--- config.mk ---
export PLATFORM = sky130hd
export DESIGN_NAME = fifo_avalon_master
export DESIGN_NICKNAME = d
export VERILOG_FILES = /design/src/rtl/fifo_avalon_master.sv
export SDC_FILE = /design/constraint.sdc
export NUM_CORES = 1
export LEC_CHECK = 0
export ABC_CLOCK_PERIOD_IN_PS = 2700
export CELL_PAD_IN_SITES_DETAIL_PLACEMENT = 1
export CELL_PAD_IN_SITES_GLOBAL_PLACEMENT = 2
export CORE_MARGIN = 2
export CORE_UTILIZATION = 25
export DETAILED_ROUTE_END_ITERATION = 7
export PLACE_DENSITY = 0.85
export SLEW_MARGIN = 15
export SYNTH_ARGS = -nofsm -noshare
export SYNTH_HDL_FRONTEND = slang
export SYNTH_SLANG_ARGS = --single-unit
--- constraint.sdc ---
create_clock -name clk -period 2.7 [get_ports clk]
set_input_delay 0.27 -clock clk [delete_from_list [all_inputs] [get_ports clk]]
set_output_delay 0.27 -clock clk [all_outputs]
set_load 0.02 [all_outputs]
--- src/rtl/fifo_avalon_master.sv ---
// fifo_avalon_master: length-counted PUSH/POP Avalon-MM initiator for the FIFO slave port.
// Optional stall timeout abort is built when FIFO_MASTER_TIMEOUT_EN is defined.
module fifo_avalon_master #(
    parameter int WIDTH          = 8,
    parameter int LEN_WIDTH      = 8,
    parameter int TIMEOUT_CYCLES = 1024
) (
    input  logic                 clk,
    input  logic                 reset,
    input  logic                 cmd_valid,
    output logic                 cmd_ready,
    input  logic                 cmd_dir,
    input  logic [LEN_WIDTH-1:0] cmd_len,
    input  logic                 src_valid,
    output logic                 src_ready,
    input  logic [WIDTH-1:0]     src_data,
    output logic                 snk_valid,
    input  logic                 snk_ready,
    output logic [WIDTH-1:0]     snk_data,
    output logic [1:0]           avalon_address,
    output logic                 avalon_write,
    output logic                 avalon_read,
    output logic [WIDTH-1:0]     avalon_writedata,
    input  logic [WIDTH-1:0]     avalon_readdata,
    input  logic [1:0]           avalon_status,
    output logic                 busy,
    output logic                 done,
    output logic                 error
);

    typedef enum logic [2:0] {
        S_IDLE,
        S_PUSH,
        S_POP_REQ,
        S_POP_WAIT,
        S_POP_HOLD,
        S_DONE
    } state_t;

    state_t               state;
    state_t               state_nxt;
    logic [LEN_WIDTH-1:0] rem;
    logic [LEN_WIDTH-1:0] rem_nxt;
    logic                 full;
    logic                 empty;
    logic                 stall;
    logic                 timeout;

    assign full  = avalon_status[1];
    assign empty = avalon_status[0];

    // Waiting on FIFO flow control, as opposed to waiting on the local stream.
    assign stall = ((state == S_PUSH) && src_valid && full) ||
                   ((state == S_POP_REQ) && empty);

    always_comb begin
        state_nxt        = state;
        rem_nxt          = rem;
        cmd_ready        = 1'b0;
        busy             = 1'b0;
        done             = 1'b0;
        src_ready        = 1'b0;
        snk_valid        = 1'b0;
        avalon_write     = 1'b0;
        avalon_read      = 1'b0;
        avalon_address   = 2'd0;
        avalon_writedata = '0;
        unique case (state)
            S_IDLE: begin
                cmd_ready = 1'b1;
                if (cmd_valid) begin
                    rem_nxt = cmd_len;
                    if (cmd_len == '0) begin
                        state_nxt = S_DONE;
                    end else if (cmd_dir) begin
                        state_nxt = S_POP_REQ;
                    end else begin
                        state_nxt = S_PUSH;
                    end
                end
            end
            S_PUSH: begin
                busy             = 1'b1;
                avalon_writedata = src_data;
                if (src_valid && !full) begin
                    src_ready    = 1'b1;
                    avalon_write = 1'b1;
                    rem_nxt      = rem - 1'b1;
                    if (rem == LEN_WIDTH'(1)) begin
                        state_nxt = S_DONE;
                    end
                end
            end
            S_POP_REQ: begin
                busy = 1'b1;
                if (!empty) begin
                    avalon_read    = 1'b1;
                    avalon_address = 2'd1;
                    state_nxt      = S_POP_WAIT;
                end
            end
            S_POP_WAIT: begin
                busy      = 1'b1;
                state_nxt = S_POP_HOLD;
            end
            S_POP_HOLD: begin
                busy      = 1'b1;
                snk_valid = 1'b1;
                if (snk_ready) begin
                    rem_nxt = rem - 1'b1;
                    if (rem == LEN_WIDTH'(1)) begin
                        state_nxt = S_DONE;
                    end else begin
                        state_nxt = S_POP_REQ;
                    end
                end
            end
            S_DONE: begin
                done      = 1'b1;
                state_nxt = S_IDLE;
            end
            default: begin
                state_nxt = S_IDLE;
            end
        endcase
        if (timeout) begin
            state_nxt = S_DONE;
        end
    end

    always_ff @(posedge clk or negedge reset) begin
        if (!reset) begin
            state    <= S_IDLE;
            rem      <= '0;
            snk_data <= '0;
        end else begin
            state <= state_nxt;
            rem   <= rem_nxt;
            if (state == S_POP_WAIT) begin
                snk_data <= avalon_readdata;
            end
        end
    end

`ifdef FIFO_MASTER_TIMEOUT_EN
    localparam int CW = $clog2(TIMEOUT_CYCLES + 1);

    logic [CW-1:0] stall_cnt;

    assign timeout = stall && (stall_cnt == CW'(TIMEOUT_CYCLES - 1));

    always_ff @(posedge clk or negedge reset) begin
        if (!reset) begin
            stall_cnt <= '0;
            error     <= 1'b0;
        end else if (cmd_valid && cmd_ready) begin
            stall_cnt <= '0;
            error     <= 1'b0;
        end else if (timeout) begin
            stall_cnt <= '0;
            error     <= 1'b1;
        end else if (avalon_read || avalon_write) begin
            stall_cnt <= '0;
        end else if (stall) begin
            stall_cnt <= stall_cnt + CW'(1);
        end
    end
`else
    logic unused_timeout;

    assign timeout        = 1'b0;
    assign error          = 1'b0;
    assign unused_timeout = stall ^ (TIMEOUT_CYCLES == 0);
`endif

endmodule

-- Word-level counts from Yosys, hierarchy flattened
Index checks and enable logic that the tools add are counted.
- register bits after elaboration: 19
- bits in latches: 0
- bits in writable memories: 0
- ROM bits: 0
- input bits: 32
- output and inout bits: 26
- word-level logic and storage cells: 47
- memories: 0
- add/subtract/negate cells: 1
- $mul: 0
- div/mod/pow operators: 0
- order comparisons: 0
- equal/unequal tests: 11
- shift-type cells: 0
- multiplexer cells: 24
- bitwise gates (word level): 0
- reductions and logical operators: 8
- operator list (operator ; count):
    $mux W8 ; 4
    $pmux W8 S3 ; 1
    $mux W3 ; 7
    $pmux W3 S5 ; 1
    $mux W1 ; 10
    $eq A8 B1 Y1 const B ; 1
    $logic_not A8 Y1 ; 1
    $sub A8 B1 Y8 const B ; 1
    $eq A3 B2 Y1 const B ; 2
    $eq A3 B3 Y1 const B ; 2
    $ne A2 B2 Y1 const B ; 3
    $reduce_and A5 Y1 ; 1
    $ne A2 B1 Y1 const B ; 2
    $reduce_and A4 Y1 ; 1
    $reduce_or A4 Y1 ; 1
    $eq A3 B1 Y1 const B ; 1
    $logic_not A3 Y1 ; 1
    $reduce_bool A3 Y1 ; 1
    $mux W2 ; 1
    $logic_and A1 B1 Y1 ; 1
    $logic_not A1 Y1 ; 1

-- Longest topological paths before layout
- depth after elaboration: 4
- mapped depth: 7
- depth with buffers taken out: 6

-- Least setup slack after synthesis
No wires, ideal clock.
- kind: reg-to-output
- from: register state[2]
- to: output avalon_address[0]
- arrival: 1.536 ns
- required time: 2.430 ns
- slack: 0.894 ns
- stages on the path, launching flop included: 5
- path buffers: 3
- path through: dfrtp_1 > buf_4 > clkbuf_1 > nor3_1 > buf_4
- word-level cells in the longest chain between the ends: 2
- ends and longest elaborated chain (item ; line ; text):
    from (decl) ; 40 ; state_t state;
    from (signal assigned) ; 137 ; state <= state_nxt;
    $eq A3 B2 Y1 ; 68 ; unique case (state)
    $mux W1 ; 68 ;
    to (decl) ; 20 ; output logic [1:0] avalon_address,
No other way between the ends.

-- Final worst setup path
- from: register state[2]
- to: output src_ready
- word-level cells in the longest chain between the ends: 2
- ends and longest elaborated chain (item ; line ; text):
    $eq A3 B1 Y1 ; 68 ;
    $mux W1 ; 68 ;
    to (decl) ; 15 ; output logic src_ready,
No other way between the ends.

==> flow_summary.ini <==
[placement]
gp_congestion = 0.775
place_ws_ns = 0.603
io_buffers = 55
dp.final_hpwl_mm = 2.79
place_area_um2 = 1860

[routing]
dr_total_vias = 1191
drt-wirelength-per-cell_um = 13.8
wirelength_mm = 3.57
via_per_inst = 4.62
drt-initial-drc-count = 27
drc = 0
ant_nets = 0
first_pass_iters = 3

[setup_path]
slowest_stage = clkdlybuf4s50_1
cp.required_ns = 2.43
arrival_ns = 2.11
cp_common_cell = nand2b_1
end_kind = output port
cp_max_fo = 16
crit_type = flip-flop to output port
crit_chain = nand2b_1 -> nand2b_1 -> nor2_1 -> clkdlybuf4s50_1
cp_slowest_stage_delay_ns = 0.63
start_kind = flip-flop

[sta]
hold_violations = 0
whs_ns = 0.347
fin_worst_skew_ns = 0.00616
rsz0062_at_grt = no
slew_violations = 0
period_share_pct = 88.2
worst_slew_pin_slew_ns = 0.611
final.setup.tns_ns = 0
fin_ws_ns = 0.319
maxSlewHeadroom_pct = 59.3
setup_viol_count_final = 0
max_freq_mhz = 420
fin_crit_ns = 2.38

[global_route]
grt_max_degree = 20
gr-usage-all-layers_pct = 13.4
grt_overflow = 0
grt_pass1_vias = 1232
grt_pass1_wl_mm = 5.92
antenna_found_initial = 0

[worst_hold_path]
hold_path.class = primary input to asynchronous set/reset pin

[logic_synthesis]
syn_area_um2 = 1280
synth_warnings = 0
synth_cell_types = 41
ys_ff_latch = 19
ys_seq_area_share_pct = 37.1
synth_cells = 138
avgSynthCellArea_um2 = 9.28

[floorplanning]
die_h_um = 75.6
coreArea_um2 = 5010
die_area_um2 = 5710
die_w_um = 75.6
initial_core_util_pct = 25.6
io_pins = 58
rows = 26

[power]
irDropWorstVdd_mv = 0.375
leakage_uw = 0.000737
powerDensity_nw_per_um2 = 1070

[finish]
area_growth_pct = 49.2
drive_gt1_share_pct = 8.51
final_common_cell = clkdlybuf4s50_1
nNetsFinal = 223
insertedDiodeCount = 0
fin_area_um2 = 1910
mostFrequentLayoutCells = 55 x clkdlybuf4s50_1, 19 x dfrtp_1, 11 x and2_1, 11 x a21oi_1, 9 x o21ai_1

[cts]
insertion_delay_ns = 0.26
root_buffer = clkbuf_8
clk_pin_slew_worst_paths_ns = 0.08
htreeDepth = 1
cts_tree = built
cts_buffers = 3
clock_path_buffers = 2
cts_setup_buffers = 0
clock_sinks = 19
cts_resized = 0
ctsHoldBuffers = 0

[outcome]
status = complete, no violations

[flow_run]
cap_violations = 0
worst max-delay path, delay by kind of cell, from the launching register on:
family	cells	cell delay (ns)
flops	1	0.60
buf+inv	1	0.63
simple gates	3	0.62
kinds of logic after synthesis:
family,Yosys count,share of synthesized area [%]
fa+ha+maj,2,1.95
buf+inv,17,7.03
other cells,1,0.293
mux,10,8.59
simple gates,48,24.5
xor+xnor,1,0.684
compound gates,40,19.8
flops,19,37.1
final timing paths:
kind | from | endpoint | slack [ns] | cells after the start
min | reset | rem[0] | 0.35 | 2
min in group clk | snk_data[7] | snk_data[7] | 0.49 | 1
max | state[2] | src_ready | 0.32 | 4
max reg2reg | state[2] | state[1] | 0.76 | 5
min reg2reg | snk_data[7] | snk_data[7] | 0.49 | 1
max in group asynchronous | reset | state[2] | 2.13 | 2
power breakdown:
group | total [uW] | switching, uW | internal [uW] | leakage (uW)
Combinational | 1220 | 637 | 582 | 0.000486
Sequential | 615 | 188 | 427 | 0.000229
Clock | 209 | 105 | 104 | 0.0000217
Total | 2040 | 929 | 1110 | 0.000737
cells in the mapped netlist:
master     number  area (um^2)
buf_2           3         15.0
nor3_1          5         25.0
xnor2_1         1         8.76
nor2_2          1         6.26
a21oi_2         2         17.5
and4bb_4        1         16.3
or3_1           1         6.26
inv_2           1         3.75
nand2b_2        1         8.76
inv_1           5         18.8
nand2_1         5         18.8
a32oi_1         1         8.76
or2_1           1         6.26
nor2_1          8         30.0
a21o_1          4         30.0
a21oi_1        11         55.1
nor4_4          1         21.3
nor4_2          1         12.5
a31o_1          1         8.76
and2_1         11         68.8
buf_4           6         45.0
a2111oi_2       1         15.0
o22ai_1         3         18.8
a2bb2oi_1       1         8.76
o211ai_1        3         22.5
nor4_1          2         12.5
o21ai_0         3         15.0
mux2_1          8         90.1
nor3b_4         1         18.8
ha_1            2         25.0
conb_1          1         3.75
o21ai_1         9         45.0
clkbuf_1        2         7.51
nand2b_1        4         25.0
nand3_1         1         5.00
nor2b_2         1         8.76
dfrtp_1        19          475
nor3b_1         2         15.0
a311oi_1        1         8.76
mux2i_1         2         20.0
or3b_1          1         8.76
area by class of cell:
cell class,count,area (um^2)
multi-input cells,103,719
inverters,6,22.5
repair buffers,56,558
flip-flops and latches,19,475
clock buffers,3,41.3
well taps,70,87.6
fillers,594,3100
clock inverters,1,7.51
metal layers:
| layer | GRT usage (%) | wire, um | up-vias |
|---|---|---|---|
| li1 | - | - | 589 |
| met1 | 17.7 | 1600 | 576 |
| met2 | 22.9 | 1820 | 22 |
| met3 | 2.25 | 122 | 4 |
| met4 | 3.51 | 25 | 0 |
| met5 | 0 | 0 | - |
state kept, by name, summed over array words and instances (netlist names):
name      flops
rem           8
snk_data      8
state         3
per-stage QoR:
stage	total power (uW)	utilization (%)	std cells
final	2040	38.2	258
after global routing	2220	38.2	258
after CTS	2070	38.2	258
after detailed placement	1850	37.2	254
after global placement	1820	37.2	254
after floorplan	1410	-	139
(Power assumes the default switching activity.)
